==> config.mk <==
export PLATFORM = sky130hd
export DESIGN_NAME = capture_fifo
export DESIGN_NICKNAME = d
export VERILOG_FILES = /design/src/rtl/capture_fifo.sv
export SDC_FILE = /design/constraint.sdc
export NUM_CORES = 1
export LEC_CHECK = 0
export ABC_AREA = 1
export BUFFER_PORTS_ARGS = -buffer_cell sky130_fd_sc_hd__buf_2
export CAP_MARGIN = 20
export CORE_MARGIN = 3
export CORE_UTILIZATION = 53
export DETAILED_ROUTE_END_ITERATION = 12
export PLACE_DENSITY_LB_ADDON = 0.2
export SLEW_MARGIN = 20
export SYNTH_ARGS = -nofsm -noshare
export SYNTH_HDL_FRONTEND = slang
export SYNTH_SLANG_ARGS = --single-unit
==> constraint.sdc <==
create_clock -name clk -period 1.9 [get_ports clk]
set_input_delay 0.38 -clock clk [delete_from_list [all_inputs] [get_ports clk]]
set_output_delay 0.38 -clock clk [all_outputs]
set_load 0.03 [all_outputs]
==> src/rtl/capture_fifo.sv <==
// capture_fifo: first-word-fall-through buffer between the trigger-capture
// stage and a valid/ready consumer. Samples that arrive while the buffer is
// full and nothing drains are dropped. Each drop sets a sticky overflow flag
// and increments a saturating drop counter.
module capture_fifo #(
    parameter int DW    = 8,
    parameter int DEPTH = 8,
    parameter int CW    = 8
) (
    input  logic                     clk,
    input  logic                     rst,
    input  logic                     clr,
    input  logic [DW-1:0]            cap_data,
    input  logic                     cap_valid,
    output logic [DW-1:0]            out_data,
    output logic                     out_valid,
    input  logic                     out_ready,
    output logic [$clog2(DEPTH):0]   level,
    output logic                     full,
    output logic                     empty,
    output logic                     overflow,
    output logic [CW-1:0]            drop_cnt
);

    localparam int AW = $clog2(DEPTH);
    localparam logic [AW:0] FULL_LEVEL = (AW+1)'(DEPTH);
    localparam logic [AW:0] LEVEL_ONE  = (AW+1)'(1);

    logic [DW-1:0] mem [DEPTH];
    logic [AW-1:0] wr_ptr;
    logic [AW-1:0] rd_ptr;
    logic          push;
    logic          pop;
    logic          drop;

    // Status flags come only from the registered level, so they cannot glitch with inputs.
    assign full      = (level == FULL_LEVEL);
    assign empty     = (level == '0);
    assign out_valid = !empty;
    assign out_data  = empty ? '0 : mem[rd_ptr];

    // A pop frees a slot in the same cycle, so a full FIFO still accepts a push during a pop.
    always_comb begin
        pop  = out_valid && out_ready && !clr;
        push = cap_valid && (!full || pop) && !clr;
        drop = cap_valid && full && !pop && !clr;
    end

    // Sample storage. It has no reset because entries past the pointers are never observed.
    always_ff @(posedge clk) begin
        if (push) begin
            mem[wr_ptr] <= cap_data;
        end
    end

    // Pointers and occupancy. A flush has priority over any traffic in the same cycle.
    always_ff @(posedge clk or posedge rst) begin
        if (rst) begin
            wr_ptr <= '0;
            rd_ptr <= '0;
            level  <= '0;
        end else if (clr) begin
            wr_ptr <= '0;
            rd_ptr <= '0;
            level  <= '0;
        end else begin
            if (push) begin
                wr_ptr <= wr_ptr + 1'b1;
            end
            if (pop) begin
                rd_ptr <= rd_ptr + 1'b1;
            end
            if (push && !pop) begin
                level <= level + LEVEL_ONE;
            end else if (pop && !push) begin
                level <= level - LEVEL_ONE;
            end
        end
    end

    // Overflow bookkeeping. The counter holds at all-ones instead of wrapping.
    always_ff @(posedge clk or posedge rst) begin
        if (rst) begin
            overflow <= 1'b0;
            drop_cnt <= '0;
        end else if (clr) begin
            overflow <= 1'b0;
            drop_cnt <= '0;
        end else if (drop) begin
            overflow <= 1'b1;
            if (!(&drop_cnt)) begin
                drop_cnt <= drop_cnt + 1'b1;
            end
        end
    end

endmodule

# == Yosys cells after proc, flatten, opt, wreduce, memory -nomap -nowiden ==
# Memory sizes are Yosys's and may differ from the RTL's.
# Cells that the tools add are included.
# op_classes
n_reduce_logical,22
eq_ne,2
shifts,0
bitwise,0
magnitude_cmp,0
n_div,0
n_mux,15
multipliers,0
add_sub_neg,5
# op_table
operator,n
two-way mux 8 bit,4
two-way mux 3 bit,4
two-way mux 4 bit,3
logical AND 1 bit,9
"adder 8 x 1 -> 8 bit, second input constant",1
AND reduction 8 bit,1
"adder 3 x 1 -> 3 bit, second input constant",2
nonzero test 2 bit,3
logical NOT 1 bit,5
"adder 4 x 1 -> 4 bit, second input constant",1
"equality test 4 bit, second input constant",1
logical NOT 4 bit,1
two-way mux 1 bit,4
"subtractor 4 x 1 -> 4 bit, second input constant",1
nonzero test 3 bit,1
"!= test 2 bit, second input constant",1
AND reduction 2 bit,1
logical OR 1 bit,1
# totals
latch_bits,0
ramBits,64
out_inout_bits,24
memories,1
inputBits,13
romBits,0
ff_bits,19
word_cells,50
# mem_list
name,words,width,read_ports,rd_ports_with_merged_regs,wr,line_no,rtl
mem,8,8,1,0,1,29,logic [DW-1:0] mem [DEPTH];

# == Longest topological paths before layout ==
# Gate-level depths: netlist of run 1.
# depth
ltp_word,12
depth_mapped,14
mapped_depth_nobuf,14

# == Worst setup path before layout of run 1 ==
# Ideal clock, no wire load.
# synth_timing
kind,register to register
startpoint,register level[0]
endpoint,memory mem[1][0] (enable)
setup_slack_ps,-331
path_buffers,0
arrival_time_ps,1847
setup_time_ps,383
path_stages_with_launch,7
required_time_ps,1517
synth_period_minus_slack_ps,2231
cell_sequence,dfrtp_1 nor2_2 nand2_2 inv_1 nand2_4 nand3_2 nor3_1
# synth_between
word_cells_on_any_way,11
cone_classes,1 x eq/ne; 2 x mux; 8 x reduce/logical
# synth_rtl
element,line_no,rtl
from (decl),18,"output logic [$clog2(DEPTH):0] level,"
from (signal assigned),74,level <= level + LEVEL_ONE;
from (signal assigned),76,level <= level - LEVEL_ONE;
equality test 4 bit,37,assign full = (level == FULL_LEVEL);
net full,19,"output logic full,"
logical NOT 1 bit,45,push = cap_valid && (!full || pop) && !clr;
logical OR 1 bit,45,
logical AND 1 bit (2 in a row),45,
two-way mux 1 bit,51,if (push) begin
two-way mux 1 bit (not written as such),52,mem[wr_ptr] <= cap_data;
to (decl),29,
# The timed path passes the listed nets, and every way through them passes these cells.

# == Worst setup path after layout of run 1 ==
# layout_timing
startpoint,register rd_ptr[0]
endpoint,output out_data[4]
# layout_between
elab_chain_cells,2
# layout_lines
element,line_no,rtl
from (decl),31,logic [AW-1:0] rd_ptr;
from (signal assigned),71,rd_ptr <= rd_ptr + 1'b1;
memory read (8 x 8 bit),n/a,
two-way mux 8 bit,40,assign out_data = empty ? '0 : mem[rd_ptr];
to (decl),15,"output logic [DW-1:0] out_data,"
# Every way passes these cells.

==> reports/summary.log, run 1 <==
qor: layout.fin_nets 428
qor: logic_synthesis.netlist_top_cells_area sky130_fd_sc_hd__edfxtp_1, sky130_fd_sc_hd__dfrtp_1, sky130_fd_sc_hd__nor2_1, sky130_fd_sc_hd__o21ai_0, sky130_fd_sc_hd__nand2_1
qor: die.die_area 8160 sq um
qor: global_routing.grt_max_degree 33
qor: layout.most-common-layout-cells sky130_fd_sc_hd__edfxtp_1, sky130_fd_sc_hd__nor2_1, sky130_fd_sc_hd__nand2_1, sky130_fd_sc_hd__o21ai_1, sky130_fd_sc_hd__buf_2
qor: logic_synthesis.post_synth_num_cell_types 30
qor: layout.postLayoutCoreUtil 68.4%
qor: logic_synthesis.synth_edf_count 64
qor: logic_synthesis.dominant_register_cell_in_the_synthesized_netlist sky130_fd_sc_hd__edfxtp_1
qor: logic_synthesis.ys_seq_area_share 63.6%
qor: global_routing.first_global_vias 2,463
qor: logic_synthesis.synthesis.nets 364
qor: route.vias 2,658
qor: logic_synthesis.netlist_instances 345
qor: placement.hpwlAfterDp 4920 um
qor: clock_network.cts_buffer_count 9
qor: layout.most_frequent_standard_cell_in_the_layout_excluding_fill_and_tap_cells sky130_fd_sc_hd__edfxtp_1
qor: logic_synthesis.synth_largest_area_cell sky130_fd_sc_hd__edfxtp_1
qor: global_routing.grt_pass1_wl 12,300 um
qor: worst_setup_path.slowest_stage sky130_fd_sc_hd__dfrtp_2
qor: global_routing.global_route.usage.total 19.6%
qor: timing.finalSetupViolCount 8
qor: worst_setup_path.critical-path-top-delay-family flip-flops
qor: clock_network.cts_tree built
qor: placement.total_instance_count_after_detailed_placement 486
qor: clock_network.clk_transition_reported_paths 0.08 ns
qor: global_routing.grt.overflow.total 0
qor: worst_setup_path.arrival 1.73 ns
qor: timing.slew_violations 0
qor: worst_setup_path.timing_worst_setup_path_type reg -> out
qor: worst_setup_path.worst_setup_path_start_kind flip-flop
qor: logic_synthesis.postSynth.asyncResetShare 22.9%
qor: timing.rsz0062_at_grt yes
qor: logic_synthesis.postSynthAreaPerCell 10.9 sq um
qor: timing.hold_slack 0.293 ns
qor: power_and_ir_drop.power.leakage 1.85 nW
qor: worst_hold_path.worstHoldPathType in -> reg
qor: clock_network.clockRootBuffer sky130_fd_sc_hd__clkbuf_8
qor: route.viasPerCell 5.21
qor: timing.tightestPinTransition 0.380 ns
qor: placement.port-buffer-count 36
qor: layout.final_layout_size_suffix_gt1_share 29.2%
qor: worst_setup_path.cp.buffers_inverters 3
qor: clock_network.clock_path_buffers 2
qor: clock_network.worst_skew_pair.late_latency 0.35 ns
qor: die.die_outline_width 90.4 um
qor: clock_network.htree_num_levels 3
qor: flow_run.max_cap_violations 0
qor: layout.final_area 4670 sq um
qor: logic_synthesis.yosys_register_bits 83
qor: worst_setup_path.critPathMostFrequentCell sky130_fd_sc_hd__o21ai_0
qor: timing.timing.clock.skew 0.00374 ns
qor: die.floorplan.core_area 6830 sq um
qor: worst_setup_path.critical_path.max_fanout 12
qor: power_and_ir_drop.power_per_cell_area 1180 nW/um^2
qor: route.detailed_route_wire_length_per_cell 15.2 um
qor: timing.max_freq 474 MHz
qor: outcome.failed_checks setup timing
qor: die.start_util 55.2%
qor: layout.synth_to_layout_area_growth 23.9%
qor: worst_setup_path.worstPathCellList inv_2 > clkbuf_16 > o21ai_0 > o21ai_0 > o21ai_0 > nor2_2 > buf_6
qor: power_and_ir_drop.max-vdd-ir-drop 0.852 mV
qor: route.post-route-drc-count 0
qor: placement.gp_routability_congestion 0.845
qor: logic_synthesis.synth_top_area_share 51.0%
qor: route.detailedRoute.firstPassIterationCount 4
qor: global_routing.grt_antenna_before_repair 0
qor: route.detail_route.iter0.violations 192
qor: die.std_cell_rows 30
qor: worst_setup_path.critPathCaptureType output pin
qor: worst_setup_path.crit_required 1.52 ns
qor: layout.antenna_cells 0
qor: worst_setup_path.cpPeakStageDelay 0.44 ns
qor: clock_network.tritoncts_num_sinks 83
qor: outcome.outcome finished, violations left
qor: die.die_h 90.4 um
qor: power_and_ir_drop.design_power_total 0.00552 W
qor: die.io-pin-count 37
qor: route.totalWireLength 7750 um
qor: timing.finalWorstPathRequiredPeriod 2.11 ns
qor: timing.max_slew_margin 74.7%
qor: logic_synthesis.yosys_warnings 0
qor: layout.fin_cells 510
qor: timing.timing.final.hold_violations 0
qor: logic_synthesis.syn_area 3770 sq um
qor: route.route.antenna.remaining_nets 0
qor: placement.placed_cell_area 4270 sq um
qor: timing.finalCritPeriodShare 111%
qor: timing.finalWorstSetupSlack -0.208 ns
-- kinds of logic after synthesis --
group / share of synthesized area, %
adder cells (fa/ha/maj): 2.19
buffers and inverters: 4.11
AND/OR/NAND/NOR: 18.1
flip-flops: 63.6
AO/OA/AOI/OAI: 8.26
XOR/XNOR: 1.63
multiplexers: 2.12
-- sequential cells by signal, indices dropped and copies added, names as in the netlist --
signal and count:
mem 64, drop_cnt 8, level 4, rd_ptr 3, wr_ptr 3, overflow 1
-- cells in the mapped netlist (5+ instances only) --
library cell	n
sky130_fd_sc_hd__dfrtp_1	19
sky130_fd_sc_hd__nor2_1	68
sky130_fd_sc_hd__o22ai_1	8
sky130_fd_sc_hd__o21ai_0	43
sky130_fd_sc_hd__mux2i_1	8
sky130_fd_sc_hd__edfxtp_1	64
sky130_fd_sc_hd__ha_1	5
sky130_fd_sc_hd__o21ai_1	5
sky130_fd_sc_hd__buf_2	7
sky130_fd_sc_hd__inv_1	22
sky130_fd_sc_hd__nand2_1	39
sky130_fd_sc_hd__nand3_1	17
sky130_fd_sc_hd__nor3_1	6
-- worst paths after layout --
kind                        startpoint     endpoint  slack [ns]  cells after the start
max                          rd_ptr[0]  out_data[4]       -0.21                      7
min                        cap_data[7]    mem[5][7]        0.29                      1
max reg2reg                   level[2]     level[3]        0.08                     13
min reg2reg                   overflow     overflow        0.52                      2
max in group asynchronous          rst    rd_ptr[0]        1.07                      4
min in group asynchronous          rst     overflow        0.41                      3
-- what timing repair did --
action	4_1_cts	5_1_grt
gates cloned	2	1
setup endpoints to repair	10	11
endpoints found under the hold margin	1	0
pin swaps	2	10
hold buffers	1	0
gates resized for setup	33	23
setup buffers	2	2
-- layer usage --
metal	GRT usage, %	routed length [um]	vias up
met2	32.7	3790	61
li1	-	-	1326
met1	25.0	3450	1256
met4	5.99	136	0
met5	0	0	-
met3	5.67	376	15
-- final cells by class --
class                      count  area, sq um
clock buffer                   9          124
clock inverter                 7         33.8
fill                         538         2160
multi-input combinational    226         1320
timing repair buffer          67          591
sequential                    83         2400
inverter                      22         82.6
tap                           96          120
-- power by group --
group / total, W / switching (W) / internal (W)
clock: 0.00104 / 0.000584 / 0.000456
combinational: 0.00234 / 0.00136 / 0.000971
sequential: 0.00215 / 0.0000941 / 0.00205
-- metrics by stage --
step	TNS (ns)	worst slack, ns
final	-1.40	-0.208
after global routing	-2.17	-0.309
after CTS	-1.46	-0.202
after detailed placement	0	0.0139
after global placement	0	0.0849
after floorplan	-2.29	-0.0396
Note: power is estimated with default switching activity, not from simulation.
==> run 2, diff against run 1 <==
Settings changed: CORE_UTILIZATION 53 to 55.
Clock period 1.9 ns to 2 ns, I/O delays scaled along.
==> run 2 against run 1 <==
Net effect:
- sequential power decreased by 6%
- largest power group is now registers
- final area decreased by 2.0%
- the flow still finishes with violations (setup timing)
- die area decreased by 3.4%
- global-route usage increased by 2.0 points
- clock skew increased by 0.0064 ns
- non-clock buffer count decreased by 1
- critical path depth increased by 1
- combinational power decreased by 15%
==> reports/summary.log, run 2 (same netlist as run 1, synthesis figures left out) <==
qor: worst_hold_path.worstHoldPathType in -> async
qor: worst_setup_path.timing_worst_setup_path_type reg -> out
qor: layout.most_frequent_standard_cell_in_the_layout_excluding_fill_and_tap_cells sky130_fd_sc_hd__edfxtp_1
qor: worst_setup_path.cpPeakStageDelay 0.45 ns
qor: worst_setup_path.slowest_stage sky130_fd_sc_hd__dfrtp_2
qor: outcome.failed_checks setup timing
qor: global_routing.grt_antenna_before_repair 0
qor: route.viasPerCell 5.50
qor: placement.port-buffer-count 36
qor: global_routing.first_global_vias 2,523
qor: flow_run.max_cap_violations 0
qor: layout.top_regs mem (64), drop_cnt (8), level (4)
qor: timing.slew_violations 0
qor: timing.finalCritPeriodShare 105%
qor: timing.tns -0.313 ns
qor: layout.most-common-layout-cells sky130_fd_sc_hd__edfxtp_1, sky130_fd_sc_hd__nor2_1, sky130_fd_sc_hd__nand2_1, sky130_fd_sc_hd__buf_2, sky130_fd_sc_hd__buf_4
qor: die.die_area 7890 sq um
qor: worst_setup_path.arrival 1.70 ns
qor: worst_setup_path.reg2reg_from level[1]
qor: clock_network.cts_buffer_count 9
qor: worst_setup_path.worst_setup_path_start_kind flip-flop
qor: worst_setup_path.worstPathCellList buf_6 > nor2_1 > nor2_1 > o21ai_0 > o21ai_0 > o21ai_1 > nor2_2 > buf_4
qor: clock_network.clk_transition_reported_paths 0.08 ns
qor: worst_setup_path.critical_path.max_fanout 12
qor: layout.final_area 4580 sq um
qor: placement.hpwlAfterDp 5220 um
qor: route.vias 2,697
qor: outcome.outcome finished, violations left
qor: route.detailed_route_wire_length_per_cell 16.1 um
qor: layout.postLayoutCoreUtil 70.5%
qor: layout.synth_to_layout_area_growth 21.5%
qor: die.die_h 88.8 um
qor: layout.fin_nets 427
qor: die.floorplan.core_area 6490 sq um
qor: power_and_ir_drop.power.leakage 1.85 nW
qor: timing.timing.clock.skew 0.0102 ns
qor: timing.finalWorstSetupSlack -0.0993 ns
qor: timing.timing.final.hold_violations 0
qor: clock_network.clock_path_buffers 2
qor: route.detailedRoute.firstPassIterationCount 4
qor: die.start_util 58.1%
qor: route.post-route-drc-count 0
qor: die.io-pin-count 37
qor: power_and_ir_drop.max-vdd-ir-drop 0.549 mV
qor: clock_network.clockRootBuffer sky130_fd_sc_hd__clkbuf_8
qor: global_routing.grt.overflow.total 0
qor: global_routing.grt_max_degree 35
qor: worst_setup_path.r2r_slack 0.15 ns
qor: route.totalWireLength 7890 um
qor: clock_network.cts_tree built
qor: timing.finalWorstPathRequiredPeriod 2.10 ns
qor: worst_setup_path.rr_endpoint level[2]
qor: global_routing.grt_pass1_wl 12,500 um
qor: worst_setup_path.timing.critical_path.from rd_ptr[0]
qor: power_and_ir_drop.power_per_cell_area 1170 nW/um^2
qor: clock_network.htree_num_levels 3
qor: clock_network.worst_skew_pair.late_latency 0.35 ns
qor: worst_setup_path.critPathCaptureType output pin
qor: layout.final_layout_size_suffix_gt1_share 27.8%
qor: timing.tightestPinTransition 0.453 ns
qor: clock_network.tritoncts_num_sinks 83
qor: timing.max_slew_margin 69.8%
qor: worst_setup_path.rr_worst_depth 8
qor: die.std_cell_rows 29
qor: worst_setup_path.crit_required 1.60 ns
qor: clock_network.hold_buffers 0
qor: layout.largest_register_ffs 64
qor: timing.rsz0062_at_grt yes
qor: die.die_outline_width 88.8 um
qor: layout.top_register mem
qor: timing.max_freq 476 MHz
qor: route.route.antenna.remaining_nets 0
qor: layout.antenna_cells 0
qor: layout.fillers 449
qor: route.detail_route.iter0.violations 182
qor: placement.placed_cell_area 4240 sq um
qor: placement.gp_routability_congestion 0.833
qor: global_routing.global_route.usage.total 21.6%
qor: timing.finalSetupViolCount 7
## run 2: cell count changes in the layout (fill, tap and decap cells not counted), moves of 3 or more
cell	delta
sky130_fd_sc_hd__nor3_1	+4
sky130_fd_sc_hd__nor2_1	-4
sky130_fd_sc_hd__o21ai_0	+3
sky130_fd_sc_hd__nand2_2	-3
sky130_fd_sc_hd__buf_4	+4
sky130_fd_sc_hd__o21ai_1	-3
sky130_fd_sc_hd__nor3_2	-4
sky130_fd_sc_hd__nor2_2	+3
sky130_fd_sc_hd__clkinv_1	-4
sky130_fd_sc_hd__nand2_1	+3
## run 2: worst max-delay path, delay by kind of cell, from the launching register on
family / cells / cell delay [ns]
flops: 1 / 0.45
compound gates: 3 / 0.37
buf+inv: 2 / 0.32
simple gates: 3 / 0.21
## run 2: stage by stage
stage          hold WS (ns)  power, W  std cells  setup slack, ns
2_1_floorplan         0.351   0.00327        345           -0.204
3_3_place_gp          0.432   0.00376        471           0.0993
4_1_cts              0.0620   0.00527        487           -0.102
3_5_place_dp          0.428   0.00380        471           0.0518
6_report             0.0590   0.00534        490          -0.0993
5_1_grt              0.0896   0.00563        490           -0.187
## run 2: worst max path at each step
stage             endpoint  slack [ns]  depth (start not counted)
2_1_floorplan    mem[1][0]       -0.20                          6
3_3_place_gp      level[3]         0.1                         13
3_5_place_dp      level[3]        0.05                         13
4_1_cts        out_data[2]       -0.10                          8
5_1_grt        out_data[2]       -0.19                          8
6_report       out_data[2]        -0.1                          8
## run 2: area by class of cell
| cell class | instances | area (sq um) | area share [%] |
|---|---|---|---|
| sequential | 83 | 2400 | 52.4 |
| multi-input combinational | 226 | 1290 | 28.1 |
| timing repair buffer | 66 | 493 | 10.8 |
| clock buffer | 12 | 145 | 3.17 |
| tap | 77 | 96.3 | 2.10 |
| inverter | 22 | 82.6 | 1.80 |
| clock inverter | 4 | 73.8 | 1.61 |
## run 2: metal layers
layer  share of wire (%)  wire (um)  vias to the layer above  GRT usage, %
li1                    -          -                     1326             -
met2                  48       3770                       65          34.1
met4                 1.9        146                        0          9.48
met3                 4.8        382                       13          4.38
met5                   0          0                        -             0
met1                  45       3590                     1293          29.2
## run 2: what timing repair did
item | CTS | global route
pin swaps | 7 | 4
setup buffers | 0 | 3
resized for setup | 42 | 9
endpoints found under the setup margin | 8 | 10
endpoints found under the hold margin | 0 | 0
gates cloned | 0 | 0
## run 2: report_power, final
group	total (W)	switching (W)	internal (W)	leakage (nW)
combinational	0.00200	0.00124	0.000763	0.912
clock	0.00132	0.000576	0.000742	0.111
sequential	0.00203	0.0000798	0.00195	0.829
total	0.00534	0.00189	0.00345	1.85
==> run 3, diff against run 2 <==
Settings changed: RECOVER_POWER set to 50.
==> run 3 against run 2 <==
Net effect:
- the flow still finishes with violations (setup timing)
- routed wire length grew 0.20%
- core utilization shrank 0.48 points
- clock-buffer cell count unchanged
- first-iteration DRC count did not move
- cell count is the same
- critical path depth unchanged
- sequential power is essentially flat
- sequential share of layout area up 0.33 points
==> reports/summary.log, run 3 (same netlist as run 1, synthesis figures left out) <==
qor: die.std_cell_rows 29
qor: timing.timing.final.hold_violations 0
qor: timing.tightestPinTransition 0.480 ns
qor: route.post-route-drc-count 0
qor: worst_setup_path.critPathCaptureType output pin
qor: clock_network.clk_transition_reported_paths 0.08 ns
qor: timing.timing.clock.skew 0.00902 ns
qor: route.viasPerCell 5.51
qor: layout.most_frequent_standard_cell_in_the_layout_excluding_fill_and_tap_cells sky130_fd_sc_hd__edfxtp_1
qor: outcome.failed_checks setup timing
qor: layout.largest_register_ffs 64
qor: timing.slew_violations 0
qor: power_and_ir_drop.power_per_cell_area 1170 nW/um^2
qor: layout.most-common-layout-cells sky130_fd_sc_hd__edfxtp_1, sky130_fd_sc_hd__nor2_1, sky130_fd_sc_hd__nand2_1, sky130_fd_sc_hd__buf_4, sky130_fd_sc_hd__o21ai_0
qor: clock_network.cts_tree built
qor: worst_hold_path.worstHoldPathType in -> async
qor: power_and_ir_drop.netSwitchingFraction 35.4%
qor: global_routing.grt_pass1_wl 12,500 um
qor: timing.finalCritPeriodShare 105%
qor: worst_setup_path.arrival 1.70 ns
qor: timing.finalWorstSetupSlack -0.103 ns
qor: worst_setup_path.timing_worst_setup_path_type reg -> out
qor: route.detailedRoute.firstPassIterationCount 4
qor: route.vias 2,699
qor: power_and_ir_drop.design_power_total 0.00533 W
qor: placement.hpwlAfterDp 5220 um
qor: clock_network.worst_skew_pair.late_latency 0.35 ns
qor: layout.synth_to_layout_area_growth 20.6%
qor: timing.rsz0062_at_grt yes
qor: die.die_h 88.8 um
qor: power_and_ir_drop.power_switching 0.00188 W
qor: clock_network.tritoncts_num_sinks 83
qor: route.detailed_route_wire_length_per_cell 16.1 um
qor: power_and_ir_drop.power.leakage 1.82 nW
qor: die.start_util 58.1%
qor: global_routing.grt_max_degree 35
qor: placement.placed_cell_area 4240 sq um
qor: global_routing.first_global_vias 2,523
qor: power_and_ir_drop.power.share.combinational 37.2%
qor: layout.final_area 4550 sq um
qor: placement.port-buffer-count 36
qor: clock_network.htree_num_levels 3
qor: timing.max_slew_margin 68.0%
qor: power_and_ir_drop.seqPwrFrac 38.1%
qor: flow_run.max_cap_violations 0
qor: power_and_ir_drop.share_clk_of_total_power 24.8%
qor: global_routing.grt_antenna_before_repair 0
qor: clock_network.cts_buffer_count 9
qor: placement.gp_routability_congestion 0.833
qor: worst_setup_path.worst_setup_path_start_kind flip-flop
qor: outcome.outcome finished, violations left
qor: layout.top_regs mem (64), drop_cnt (8), level (4)
qor: layout.antenna_cells 0
qor: power_and_ir_drop.max-vdd-ir-drop 0.548 mV
qor: worst_setup_path.critical_path.max_fanout 12
qor: layout.final_layout_size_suffix_gt1_share 24.7%
qor: worst_setup_path.crit_required 1.60 ns
qor: die.io-pin-count 37
qor: die.die_area 7890 sq um
qor: route.detail_route.iter0.violations 182
qor: route.totalWireLength 7900 um
qor: die.floorplan.core_area 6490 sq um
qor: clock_network.hold_buffers 0
qor: clock_network.clockRootBuffer sky130_fd_sc_hd__clkbuf_8
qor: route.route.antenna.remaining_nets 0
qor: layout.top_register mem
qor: timing.max_freq 476 MHz
qor: global_routing.grt.overflow.total 0
qor: timing.finalWorstPathRequiredPeriod 2.10 ns
qor: layout.fin_nets 427
qor: power_and_ir_drop.internal_dissipation 0.00344 W
qor: die.die_outline_width 88.8 um
qor: clock_network.clock_path_buffers 2
qor: global_routing.global_route.usage.total 21.6%
qor: timing.finalSetupViolCount 7
==> run 3: changes by cell type in the layout (fill, tap and decap cells not counted), sizes merged <==
cell    change
buf        -10
clkbuf     +10
==> run 3: final timing paths <==
check,from,end,slack (ns),cells past startpoint
worst max register to register,level[3],level[3],0.07,14
worst min register to register,overflow,overflow,0.50,2
min in group clk,clr,overflow,0.38,3
worst min-delay path,rst,rd_ptr[0],0.06,2
max in group asynchronous,rst,drop_cnt[1],1.19,3
worst max-delay path,rd_ptr[0],out_data[2],-0.10,8
==> run 3: metrics by stage <==
stage | hold WS (ns) | util, % | std cells | setup WS (ns) | TNS (ns)
after floorplan | 0.351 | - | 345 | -0.204 | -6.54
after global placement | 0.432 | 65.2 | 471 | 0.0993 | 0
after detailed placement | 0.428 | 65.2 | 471 | 0.0518 | 0
after CTS | 0.0620 | 69.7 | 487 | -0.102 | -0.385
after global routing | 0.0935 | 70.0 | 490 | -0.187 | -2.08
final | 0.0570 | 70.0 | 490 | -0.103 | -0.334
==> run 3: final cells by class <==
cell class	count	area, sq um
clock buffers	12	145
clock inverters	4	73.8
fillers	453	1950
inverters	22	82.6
multi-input cells	226	1270
flip-flops and latches	83	2400
well taps	77	96.3
repair buffers	66	478
==> run 3: power groups by stage <==
stage                     combinational (W)  clock, W  sequential, W
after CTS                           0.00191   0.00134        0.00201
after global routing                0.00216   0.00141        0.00204
after detailed placement            0.00175         0        0.00205
final                               0.00198   0.00132        0.00203
after floorplan                     0.00114         0        0.00213
after global placement              0.00172         0        0.00204
==> run 3: routing by layer <==
metal	up-vias	global-route usage [%]	wire (um)
met5	-	0	0
met4	0	9.48	151
met3	13	4.38	411
met2	71	34.1	3800
met1	1291	29.2	3540
li1	1324	-	-
==> run 3: worst max-delay path, cell delays in order (launching register included) <==
cell	delay, ns
sky130_fd_sc_hd__dfrtp_2	0.45
sky130_fd_sc_hd__buf_6	0.16
sky130_fd_sc_hd__nor2_1	0.11
sky130_fd_sc_hd__nor2_1	0.04
sky130_fd_sc_hd__o21ai_0	0.07
sky130_fd_sc_hd__o21ai_0	0.11
sky130_fd_sc_hd__o21ai_1	0.19
sky130_fd_sc_hd__nor2_2	0.06
sky130_fd_sc_hd__buf_4	0.16
==> run 3: repair_timing <==
item | CTS | global route
endpoints found under the hold margin | 0 | 0
pin swaps | 7 | 4
gates cloned | 0 | 0
gates resized for setup | 42 | 9
endpoints found under the setup margin | 8 | 10
setup buffers | 0 | 3
